==> src/rtl/fetch_pkg.sv <==
// Shared types and constants for the instruction fetch stage.
package fetch_pkg;

  localparam logic [31:0] PC_STEP = 32'd4;

  typedef enum logic [1:0] {
    FETCH,
    WAIT,
    HALT
  } fetch_state_t;

  typedef struct packed {
    logic [31:0] pc;
    logic [31:0] komut;
  } fetch_entry_t;

endpackage

==> src/rtl/fetch_buf.sv <==
// Small FIFO of fetched {pc, komut} entries between the memory port and decode.
module fetch_buf
  import fetch_pkg::*;
#(
  parameter int unsigned DEPTH = 2
) (
  input  logic                           clk,
  input  logic                           reset,
  input  logic                           push,
  input  fetch_entry_t                   push_entry,
  input  logic                           pop,
  input  logic                           flush,
  output fetch_entry_t                   head,
  output logic [$clog2(DEPTH + 1)-1:0]   count,
  output logic                           empty,
  output logic                           full
);

  localparam int unsigned AW = $clog2(DEPTH);
  localparam int unsigned CW = $clog2(DEPTH + 1);

  fetch_entry_t  mem [DEPTH];
  logic [AW-1:0] wr_ptr;
  logic [AW-1:0] rd_ptr;

  // Flush only rewinds the pointers; stale storage is masked by count.
  always_ff @(posedge clk or posedge reset) begin
    if (reset) begin
      for (int i = 0; i < int'(DEPTH); i++) mem[i] <= '0;
      wr_ptr <= '0;
      rd_ptr <= '0;
      count  <= '0;
    end else if (flush) begin
      wr_ptr <= '0;
      rd_ptr <= '0;
      count  <= '0;
    end else begin
      if (push) begin
        mem[wr_ptr] <= push_entry;
        wr_ptr      <= wr_ptr + AW'(1);
      end
      if (pop) rd_ptr <= rd_ptr + AW'(1);
      count <= count + CW'(push) - CW'(pop);
    end
  end

  assign head  = mem[rd_ptr];
  assign empty = (count == '0);
  assign full  = (count == CW'(DEPTH));

endmodule

==> src/rtl/fetch_unit.sv <==
// Instruction fetch stage: PC ownership, single-outstanding imem handshake,
// buffered delivery to decode and redirect handling.
module fetch_unit
  import fetch_pkg::*;
#(
  parameter logic [31:0] PC_RESET  = 32'h0000_0000,
  parameter int unsigned BUF_DEPTH = 2
) (
  input  logic        clk,
  input  logic        reset,
  input  logic        pc_update,
  input  logic [31:0] pc_new,
  output logic        imem_req,
  output logic [31:0] imem_addr,
  input  logic        imem_gnt,
  input  logic        imem_rvalid,
  input  logic [31:0] imem_rdata,
  output logic [31:0] komut,
  output logic [31:0] komut_pc,
  output logic        komut_valid,
  input  logic        komut_ready,
  output logic [31:0] pc,
  output logic        hata_f
);

  localparam int unsigned CW = $clog2(BUF_DEPTH + 1);

  fetch_state_t  state;
  logic          outstanding;
  logic          discard;
  logic [31:0]   req_pc;

  fetch_entry_t  head;
  fetch_entry_t  push_entry;
  logic [CW-1:0] buf_count;
  logic [CW-1:0] count_next;
  logic          buf_empty;
  logic          buf_full;

  logic fire;
  logic rsp;
  logic redirect_ok;
  logic redirect_bad;
  logic flush;
  logic push;
  logic pop;
  logic room_next;
  logic stale_req;

  // Handshake decode, redirect classification and buffer control.
  always_comb begin
    fire         = (state == FETCH) && imem_req && imem_gnt;
    rsp          = (state == WAIT) && outstanding && imem_rvalid;
    redirect_bad = pc_update && (state != HALT) && (pc_new[1:0] != 2'b00);
    redirect_ok  = pc_update && (state != HALT) && (pc_new[1:0] == 2'b00);
    flush        = redirect_bad || redirect_ok;
    push         = rsp && !discard && !flush && !buf_full;
    pop          = !buf_empty && komut_ready && !flush;
    count_next   = flush ? '0 : CW'(buf_count + CW'(push) - CW'(pop));
    // Requests are only issued from FETCH, where nothing is outstanding.
    room_next    = count_next < CW'(BUF_DEPTH);
    // A request already granted (or granted now) will return a stale word.
    stale_req    = fire || ((state == WAIT) && !rsp);
    push_entry   = '{pc: req_pc, komut: imem_rdata};
  end

  always_ff @(posedge clk or posedge reset) begin
    if (reset) begin
      state       <= FETCH;
      pc          <= PC_RESET;
      imem_addr   <= PC_RESET;
      imem_req    <= 1'b0;
      req_pc      <= '0;
      outstanding <= 1'b0;
      discard     <= 1'b0;
      hata_f      <= 1'b0;
    end else if (redirect_bad) begin
      state       <= HALT;
      imem_req    <= 1'b0;
      outstanding <= 1'b0;
      discard     <= 1'b0;
      hata_f      <= 1'b1;
    end else if (redirect_ok) begin
      pc        <= pc_new;
      imem_addr <= pc_new;
      if (stale_req) begin
        state       <= WAIT;
        imem_req    <= 1'b0;
        outstanding <= 1'b1;
        discard     <= 1'b1;
      end else begin
        state       <= FETCH;
        imem_req    <= room_next;
        outstanding <= 1'b0;
        discard     <= 1'b0;
      end
    end else begin
      unique case (state)
        FETCH: begin
          if (fire) begin
            state       <= WAIT;
            pc          <= pc + PC_STEP;
            imem_addr   <= pc + PC_STEP;
            req_pc      <= pc;
            imem_req    <= 1'b0;
            outstanding <= 1'b1;
          end else begin
            imem_req <= room_next;
          end
        end
        WAIT: begin
          if (rsp) begin
            state       <= FETCH;
            imem_req    <= room_next;
            outstanding <= 1'b0;
            discard     <= 1'b0;
          end
        end
        HALT:    imem_req <= 1'b0;
        default: state    <= HALT;
      endcase
    end
  end

  fetch_buf #(
    .DEPTH(BUF_DEPTH)
  ) u_buf (
    .clk        (clk),
    .reset      (reset),
    .push       (push),
    .push_entry (push_entry),
    .pop        (pop),
    .flush      (flush),
    .head       (head),
    .count      (buf_count),
    .empty      (buf_empty),
    .full       (buf_full)
  );

  assign komut       = head.komut;
  assign komut_pc    = head.pc;
  assign komut_valid = !buf_empty;

endmodule

==> config.mk <==
export PLATFORM = sky130hd
export DESIGN_NAME = fetch_unit
export DESIGN_NICKNAME = d
export VERILOG_FILES = /design/src/rtl/fetch_pkg.sv /design/src/rtl/fetch_buf.sv /design/src/rtl/fetch_unit.sv
export SDC_FILE = /design/constraint.sdc
export NUM_CORES = 1
export LEC_CHECK = 0
export CORE_MARGIN = 2
export CORE_UTILIZATION = 46
export DETAILED_ROUTE_END_ITERATION = 12
export PLACE_DENSITY = 0.82
export SLEW_MARGIN = 20
export SYNTH_ARGS = -nofsm -noshare
export SYNTH_HDL_FRONTEND = slang
export SYNTH_SLANG_ARGS = --single-unit
==> constraint.sdc <==
create_clock -name clk -period 8.05 [get_ports clk]
set_clock_uncertainty 0.1 [all_clocks]
set_input_delay 2.415 -clock clk [delete_from_list [all_inputs] [get_ports clk]]
set_output_delay 2.415 -clock clk [all_outputs]
set_load 0.05 [all_outputs]
==> impl_results.md, run 1 <==
* Outcome: completed
* Cts hold-fix bufs at 0
* Hold Path Depth at 1
* R2R cell count at 7
* Clock Latency Late Sink at 0.51 ns
* Die height at 146 um
* Worst EP required at 5.54 ns
* Avg WL per Cell at 18.1 um
* CTS buffer count at 22
* Initial core utilization at 47.2%
* Root Buffer: clkbuf_16
* Worst min path class: register to register
* Antenna diode count at 0
* Post-layout worst setup margin at 2.74 ns
* Placed inst area at 11300 um^2
* Worst-margin pin slew at 1.02 ns
* Antenna-violating nets left at 0
* Primary FF master, synth: dfrtp_1
* IO Pins at 201
* WHS at 0.374 ns
* Dpl ws at 2.52 ns
* Starting DRT DRC Count at 384
* # clock sinks at 202
* Syn Nets at 842
* Max-slew headroom at 32.2%
* Maximum vdd drop at 0.296 mV
* Cell Pwr Density at 410 nW/um^2
* All-Layer GR Usage at 20.1%
* Row count at 51
* IO Port Bufs at 200
* TritonRoute pass-1 iters at 5
* CTS tree: built
* Final GP Congestion at 0.854
* Syn Area/Cell at 12.1 um^2
* CP Max Fanout at 65
* Register bit total from synthesis at 202
* RSZ-0062 raised after global routing: false
* Area of the core at 19700 um^2
* Power, Total at 4.91 mW
* CP Capture Type: output pin
* Share of layout cells above drive strength 1 at 26.7%
* Area of the mapped netlist at 9280 um^2
* CTS Buffer Depth at 3
* Final Hold Fails at 0
* Register area share after synthesis at 54.5%
* Gate Count Post-Synth at 765
* Max-cap violations at 0
* Vias per inst at 5.33
* Post-Place Cells at 1166
* First-pass GRT wire length at 35100 um
* H-tree depth at 1
* Unique masters post-synth at 44
* FMAX at 0.188 GHz
* Design area at 12000 um^2
* Final slew viol count at 0
* Final Setup Violations at 0
* CTS clk-pin slew, worst paths at 0.06 ns
* Horiz. Die Dim at 146 um
* Post-CTS setup buffer count at 0
* Synth async-reset ratio at 100%
* Lkg Pwr at 5.55 nW
* Remaining DRCs at 0
* Post-cts sizing count at 0
* Min Tclk post-route at 5.31 ns
* EDFF count, synth at 0
* Post-route insts no fill at 1205
* Vias in the first global route at 6622
* Total overflow reported by the global router at 0
* CP Data Arrival Time at 2.79 ns
* Maximum number of pins on one net before global-route repair at 144
* DP HPWL at 13900 um
* TNS Setup at 0 ns
* Final Core Density at 61.0%
* Nets@finish at 1002
* Crit Path Category: register to output pin
* CP startpoint kind: register
* Synthesis-to-finish area growth at 29.1%
* Die area at 21300 um^2
* Synth Warn # at 0
* Period utilization at 65.9%
* Total number of vias at 6421
* Initial antenna violation count at 1
* Wirelength, routed at 21800 um
[registers in the layout, indices dropped and copies added (netlist names)]
signal and cells:
u_buf.wr_ptr 1, state 2, imem_req 1, req_pc 32
pc 32, u_buf.rd_ptr 1, u_buf.count 2, discard 1
hata_f 1, u_buf.mem 128, outstanding 1
[placed cells by master (no fill, tap or decap), types with 5 or more instances in the layout]
cell / netlist / routed
ha_1: 7 / 7
clkbuf_16: 0 / 22
nand2_1: 123 / 121
dfrtp_1: 202 / 201
o21ai_0: 19 / 19
clkdlybuf4s50_1: 0 / 200
buf_4: 32 / 8
inv_1: 8 / 7
xor2_1: 11 / 11
and2_1: 7 / 7
a21oi_1: 7 / 7
and3_1: 5 / 5
clkinv_2: 0 / 7
o211ai_1: 6 / 6
nand4_1: 14 / 14
mux2_2: 193 / 193
nand3_1: 19 / 19
nor2_1: 20 / 19
[report_power, final]
part	leakage (nW)	internal, mW	switching, mW	total, mW
clock network	0.338	0.535	0.409	0.944
registers	2.67	1.32	0.350	1.67
logic	2.54	0.871	1.42	2.29
total	5.55	2.73	2.18	4.91
[critical path, stage by stage (launching register included)]
cell             delay [ns]
dfrtp_4                1.09
mux2_2                 0.32
clkdlybuf4s50_1        0.86
[cells by family after synthesis]
group           count (synthesis)  synth area share, %
simple gates                  209                 10.4
flops                         202                 54.5
mux                           197                 23.9
buf+inv                        80                 4.72
compound gates                 56                 4.25
xor+xnor                       14                 1.32
fa+ha+maj                       7                0.944
[worst paths after layout]
| path | startpoint | end | slack [ns] |
|---|---|---|---|
| hold reg to reg | hata_f | hata_f | 0.37 |
| min in group asynchronous | reset | u_buf.mem[82] | 2.44 |
| max in group asynchronous | reset | u_buf.mem[28] | 4.06 |
| hold / removal | hata_f | hata_f | 0.37 |
| setup / recovery | u_buf.rd_ptr | komut_pc[8] | 2.74 |
| setup reg to reg | state[1] | u_buf.mem[92] | 4.71 |
[layout make-up]
| cell class | instances | area [um^2] |
|---|---|---|
| Fill cell | 1634 | 7670 |
| Sequential cell | 202 | 5060 |
| Multi-Input combinational cell | 483 | 3810 |
| Timing Repair Buffer | 208 | 2060 |
| Clock buffer | 29 | 607 |
| Tap cell | 265 | 332 |
| Clock inverter | 10 | 70.1 |
| Inverter | 8 | 37.5 |
[per-layer routing]
layer  global-route usage [%]  share of wire (%)
met5                        0              0.060
met4                     4.56                1.6
met1                     27.0                 44
met2                     33.2                 47
met3                     4.88                7.5
[synth_stat cells (7+ instances only)]
cell | instances | area [um^2]
o21ai_0 | 19 | 95.1
buf_4 | 32 | 240
dfrtp_1 | 202 | 5050
xor2_1 | 11 | 96.3
nand2_1 | 123 | 462
clkbuf_1 | 26 | 97.6
ha_1 | 7 | 87.6
nor2_1 | 20 | 75.1
and2_1 | 7 | 43.8
buf_2 | 14 | 70.1
mux2_2 | 193 | 2170
inv_1 | 8 | 30.0
nand3_1 | 19 | 95.1
nand4_1 | 14 | 87.6
a21oi_1 | 7 | 35.0
Note: power is estimated with default switching activity, not from simulation.
==> run 2: changes to the inputs <==
- CORE_UTILIZATION: 46 -> 50
- PLACE_DENSITY: 0.82 -> 0.85
- clock period: 8.05 -> 5 ns (I/O delays scaled with it)
==> run 2 against run 1 <==
Sequential power rose by 60%. Die area is 7.8% lower. Register-to-register slack got worse by 2.6 ns. Highest routed layer is now met4. Cell area increased by 0.40%. Worst hold slack barely moved. Sequential share of layout area fell by 0.17 points.
==> impl_results.md, run 2 (synthesized netlist as in run 1, its figures left out) <==
* Vias in the first global route at 6709 (+1.3%)
* Crit Path Category: register to output pin
* Power, Total at 7.94 mW (+62%)
* Reg2Reg Launch Point: state[0]
* Die area at 19700 um^2 (-7.8%)
* Commonest cells after routing, fill and taps aside: 201 x dfrtp_1, 200 x clkdlybuf4s50_1, 193 x mux2_2, 121 x nand2_1, 21 x clkbuf_16
* Worst EP required at 3.40 ns (-2.14 ns)
* CP Max Fanout at 41 (-37%)
* Final Setup Violations at 0 (unchanged)
* IO Pins at 201 (unchanged)
* Post-cts sizing count at 0 (unchanged)
* Final GP Congestion at 0.874 (+2.3%)
* Largest regs: u_buf.mem x128, pc x32, req_pc x32
* Vias per inst at 5.55 (+4.1%)
* Remaining DRCs at 0 (unchanged)
* Post-layout worst setup margin at 0.673 ns (-2.07 ns)
* Final Hold Fails at 0 (unchanged)
* Synthesis-to-finish area growth at 29.7%
* Min-delay src: hata_f
* CP top delay family: buffers and inverters
* Slowest cell delay on critical path at 0.86 ns (-0.23 ns)
* Nets@finish at 1007 (+0.50%)
* Initial antenna violation count at 0 (-1)
* IO Port Bufs at 200 (unchanged)
* Maximum vdd drop at 0.483 mV (+63%)
* R2R Path End: pc[27]
* Maximum number of pins on one net before global-route repair at 83 (-42%)
* CP startpoint kind: register
* CTS tree: built
* Worst min path class: register to register
* CP Capture Type: output pin
* Total overflow reported by the global router at 0 (unchanged)
* Hold Path Depth at 1 (unchanged)
* Starting DRT DRC Count at 363 (-5.5%)
* Dpl ws at 0.872 ns (-1.65 ns)
* Design area at 12000 um^2 (+0.40%)
* Cts hold-fix bufs at 0 (unchanged)
* WP buf/inv at 2 (+1)
* CTS buffer count at 21 (-4.5%)
* H-tree depth at 1 (unchanged)
* Post-Place Cells at 1136 (-2.6%)
* CTS clk-pin slew, worst paths at 0.06 ns (about the same)
* Global Route met2 Usage at 37.4% (+4.2 points)
* WHS Endpoint: hata_f
* Reg-to-reg slack, setup at 2.14 ns (-2.57 ns)
* Most flops, register: u_buf.mem
* Die height at 140 um (-4.0%)
* Lkg Pwr at 5.60 nW (+0.82%)
* Share of layout cells above drive strength 1 at 27.1% (+0.42 points)
* # clock sinks at 202 (unchanged)
* Root Buffer: clkbuf_16
* Min Tclk post-route at 4.33 ns
* Worst-margin pin slew at 0.924 ns (-0.0932 ns)
* Most Used Layer, Global Route: met2
* Outcome: completed
* Placed inst area at 11400 um^2 (+0.41%)
* First-pass GRT wire length at 35300 um (+0.65%)
* RSZ-0062 raised after global routing: false
* Met1 usage at 29.9% (+3.0 points)
* DP HPWL at 14300 um (+3.3%)
* R2R cell count at 8 (+1)
* FMAX at 0.231 GHz
* Antenna-violating nets left at 0 (unchanged)
* Area of the core at 18100 um^2 (-8.0%)
* Initial core utilization at 51.3% (+4.1 points)
* Total number of vias at 6506 (+1.3%)
* Slowest stage cell, crit path: dfrtp_4
* Worst-path cell chain: buf_12 > mux2_2 > clkdlybuf4s50_1
* Antenna diode count at 0 (unchanged)
* CTS Buffer Depth at 3 (unchanged)
* Period utilization at 86.5%
* CP Data Arrival Time at 2.73 ns (-0.06 ns)
* Post-CTS setup buffer count at 0 (unchanged)
* GR Layer Usage met3 at 3.97% (-0.91 points)
* Row count at 49 (-3.9%)
* Final Core Density at 66.5% (+5.5 points)
* Max reg flops at 128 (unchanged)
* TNS Setup at 0 ns (unchanged)
* Horiz. Die Dim at 140 um (-4.0%)
* Max-slew headroom at 38.2% (+6.1 points)
* TritonRoute pass-1 iters at 5 (unchanged)
* All-Layer GR Usage at 22.2% (+2.1 points)
* Max-cap violations at 0 (unchanged)
* Final slew viol count at 0 (unchanged)
* Avg WL per Cell at 18.6 um (+2.6%)
* Cell Pwr Density at 660 nW/um^2 (+61%)
* Commonest non-fill, non-tap cell in the layout: dfrtp_1
* Wirelength, routed at 21800 um (-0.13%)
* Post-route insts no fill at 1173 (-2.7%)
* WHS at 0.374 ns (-0.000217 ns)
* Clock Latency Late Sink at 0.48 ns (-0.03 ns)
run 2: how the worst max path moves through the flow:
stage	endpoint	slack (ns)	depth (start not counted)	from
floorplan	discard	0.78	1	reset
global placement	u_buf.mem[87]	0.95	7	pc_update
detailed placement	pc[27]	0.87	7	pc_update
CTS	komut_pc[9]	0.65	3	u_buf.rd_ptr
global route	komut_pc[30]	0.60	3	u_buf.rd_ptr
finish	komut_pc[30]	0.67	3	u_buf.rd_ptr
run 2: area by class of cell:
class                   instances  area, um^2
clock buffers                  27         578
clock inverters                10         100
inverters                       8        33.8
fillers                      1365        6060
multi-input cells             483        3810
flip-flops and latches        202        5060
repair buffers                214        2160
well taps                     229         287
run 2: per-layer routing:
layer  routed length [um]  part of all wire [%]  vias to the layer above
met2                10500                    48                      239
met1                 9300                    43                     3245
li1                     -                     -                     2982
met5                    0                     0                        -
met3                 1560                   7.2                       40
met4                  409                   1.9                        0
run 2: power by group:
group          internal, mW  total [mW]  switching (mW)
logic                  1.42        3.73            2.31
registers              2.13        2.68           0.544
clock network         0.918        1.54           0.618
==> run 3: changes to the inputs <==
==> constraint.sdc (replaced) <==
create_clock -name clk -period 5 [get_ports clk]
set_clock_uncertainty 0.1 [all_clocks]
set_input_delay 1 -clock clk [delete_from_list [all_inputs] [get_ports clk]]
set_output_delay 1 -clock clk [all_outputs]
set_load 0.05 [all_outputs]
==> run 3 against run 2 <==
Register-to-register slack improved by 0.04 ns. First-iteration DRC count decreased by 13%. Clock power up 6%.
==> impl_results.md, run 3 (synthesized netlist as in run 1, its figures left out) <==
* CP Max Fanout at 65 (+59%)
* Final slew viol count at 0 (unchanged)
* Row count at 49 (unchanged)
* Area of the core at 18100 um^2 (unchanged)
* Design area at 12000 um^2 (+0.11%)
* Total number of vias at 6442 (-0.98%)
* Worst min path class: register to register
* FMAX at 0.258 GHz (+11%)
* # fillers at 1343 (-1.6%)
* Synthesis-to-finish area growth at 29.8%
* Starting DRT DRC Count at 315 (-13%)
* CP Data Arrival Time at 2.78 ns (+0.05 ns)
* Vias in the first global route at 6781 (+1.1%)
* H-tree depth at 1 (unchanged)
* Wirelength, routed at 21800 um (+0.30%)
* CTS Buffer Depth at 3 (unchanged)
* Post-CTS setup buffer count at 0 (unchanged)
* RSZ-0062 raised after global routing: false
* Cell Pwr Density at 667 nW/um^2 (+1.0%)
* Crit Path Category: register to output pin
* Final GP Congestion at 0.861 (-1.4%)
* Max-slew headroom at 32.6% (-5.6 points)
* Maximum number of pins on one net before global-route repair at 103 (+24%)
* Antenna-violating nets left at 0 (unchanged)
* Period utilization at 77.6% (-8.9 points)
* CTS buffer count at 22 (+4.8%)
* Clock Latency Late Sink at 0.50 ns (+0.02 ns)
* Area of the multi-input gates at 3810 um^2 (unchanged)
* WHS at 0.375 ns (+0.000884 ns)
* Largest regs: u_buf.mem x128, pc x32, req_pc x32
* Initial antenna violation count at 0 (unchanged)
* Remaining DRCs at 0 (unchanged)
* Highest routed metal layer: met4
* TNS Setup at 0 ns (unchanged)
* DRT met1 WL at 9520 um (+2.4%)
* CTS clk-pin slew, worst paths at 0.06 ns (about the same)
* Die height at 140 um (unchanged)
* Post-Place Cells at 1131 (-0.44%)
* Storage element area at 5060 um^2 (unchanged)
* Max reg flops at 128 (unchanged)
* # clock sinks at 202 (unchanged)
* Worst EP required at 3.90 ns (+0.50 ns)
* Final Core Density at 66.6% (+0.076 points)
* First-pass GRT wire length at 35300 um (about the same)
* Max-cap violations at 0 (unchanged)
* All-Layer GR Usage at 22.2% (+0.066 points)
* Total overflow reported by the global router at 0 (unchanged)
* Nets@finish at 1003 (-0.40%)
* Min Tclk post-route at 3.88 ns (-0.446 ns)
* TritonRoute pass-1 iters at 5 (unchanged)
* Post-cts sizing count at 0 (unchanged)
* Maximum vdd drop at 0.442 mV (-8.5%)
* Met3 wire length at 1370 um (-12%)
* IO Pins at 201 (unchanged)
* DP HPWL at 14400 um (+0.70%)
* CP Capture Type: output pin
* Horiz. Die Dim at 140 um (unchanged)
* Antenna diode count at 0 (unchanged)
* IO Port Bufs at 200 (unchanged)
* Worst-margin pin slew at 1.01 ns (+0.0867 ns)
* Die area at 19700 um^2 (unchanged)
* Lkg Pwr at 5.59 nW (about the same)
* Final Setup Violations at 0 (unchanged)
* Most flops, register: u_buf.mem
* Root Buffer: clkbuf_16
* Post-route insts no fill at 1169 (-0.34%)
* Cts hold-fix bufs at 0 (unchanged)
* Vias per inst at 5.51 (-0.64%)
* CP startpoint kind: register
* Met2 wire len at 10500 um (unchanged)
* Share of layout cells above drive strength 1 at 26.9% (-0.20 points)
* Initial core utilization at 51.3% (unchanged)
* Commonest non-fill, non-tap cell in the layout: dfrtp_1
* Final Hold Fails at 0 (unchanged)
* Commonest cells after routing, fill and taps aside: 201 x dfrtp_1, 200 x clkdlybuf4s50_1, 193 x mux2_2, 121 x nand2_1, 22 x clkbuf_16
* Outcome: completed
* Placed inst area at 11300 um^2 (-0.44%)
* Avg WL per Cell at 18.7 um (+0.65%)
* CTS tree: built
run 3: changes by cell type in the layout (fill, tap and decap cells not counted):
cell / change
clkbuf_1: -1
clkbuf_8: +3
clkbuf_16: +1
buf_4: -4
buf_12: -1
clkinv_2: -3
clkinv_8: +1
run 3: routing by layer:
metal  vias up  track usage [%]
met1      3209             30.2
met5         -                0
met2       226             36.8
li1       2970                -
met3        37             4.03
met4         0             6.54
run 3: final cells by class:
class                      count  share of cell area, %
sequential                   202                   42.0
clock inverter                 8                  0.842
tap                          229                   2.38
multi-input combinational    483                   31.7
clock buffer                  30                   5.32
inverter                       8                  0.281
timing repair buffer         209                   17.5
run 3: power by group:
part	switching (mW)	leakage [nW]	internal, mW
Combinational	2.29	2.55	1.40
Sequential	0.577	2.67	2.13
Clock	0.631	0.371	0.998
Total	3.50	5.59	4.53
run 3: worst paths after layout:
kind                         startpoint             end  slack (ns)  cells past startpoint
min                              hata_f          hata_f        0.38                      1
max                        u_buf.rd_ptr    komut_pc[26]        1.12                      2
max in group asynchronous         reset  u_buf.mem[109]        2.88                      3
min in group asynchronous         reset   u_buf.mem[38]        0.93                      2
max reg2reg                    state[0]   u_buf.mem[36]        2.18                      8
min reg2reg                      hata_f          hata_f        0.38                      1
run 3: worst max-delay path, cell delays in order, from the launching register on:
cell and delay (ns):
dfrtp_4 1.06, mux2_2 0.42, clkdlybuf4s50_1 0.76
run 3: per-stage QoR:
step                total power [mW]  setup slack, ns
floorplan                       5.30             1.28
global placement                6.34             1.46
detailed placement              6.42             1.41
CTS                             8.08             1.12
global route                    8.39             1.03
finish                          8.03             1.12
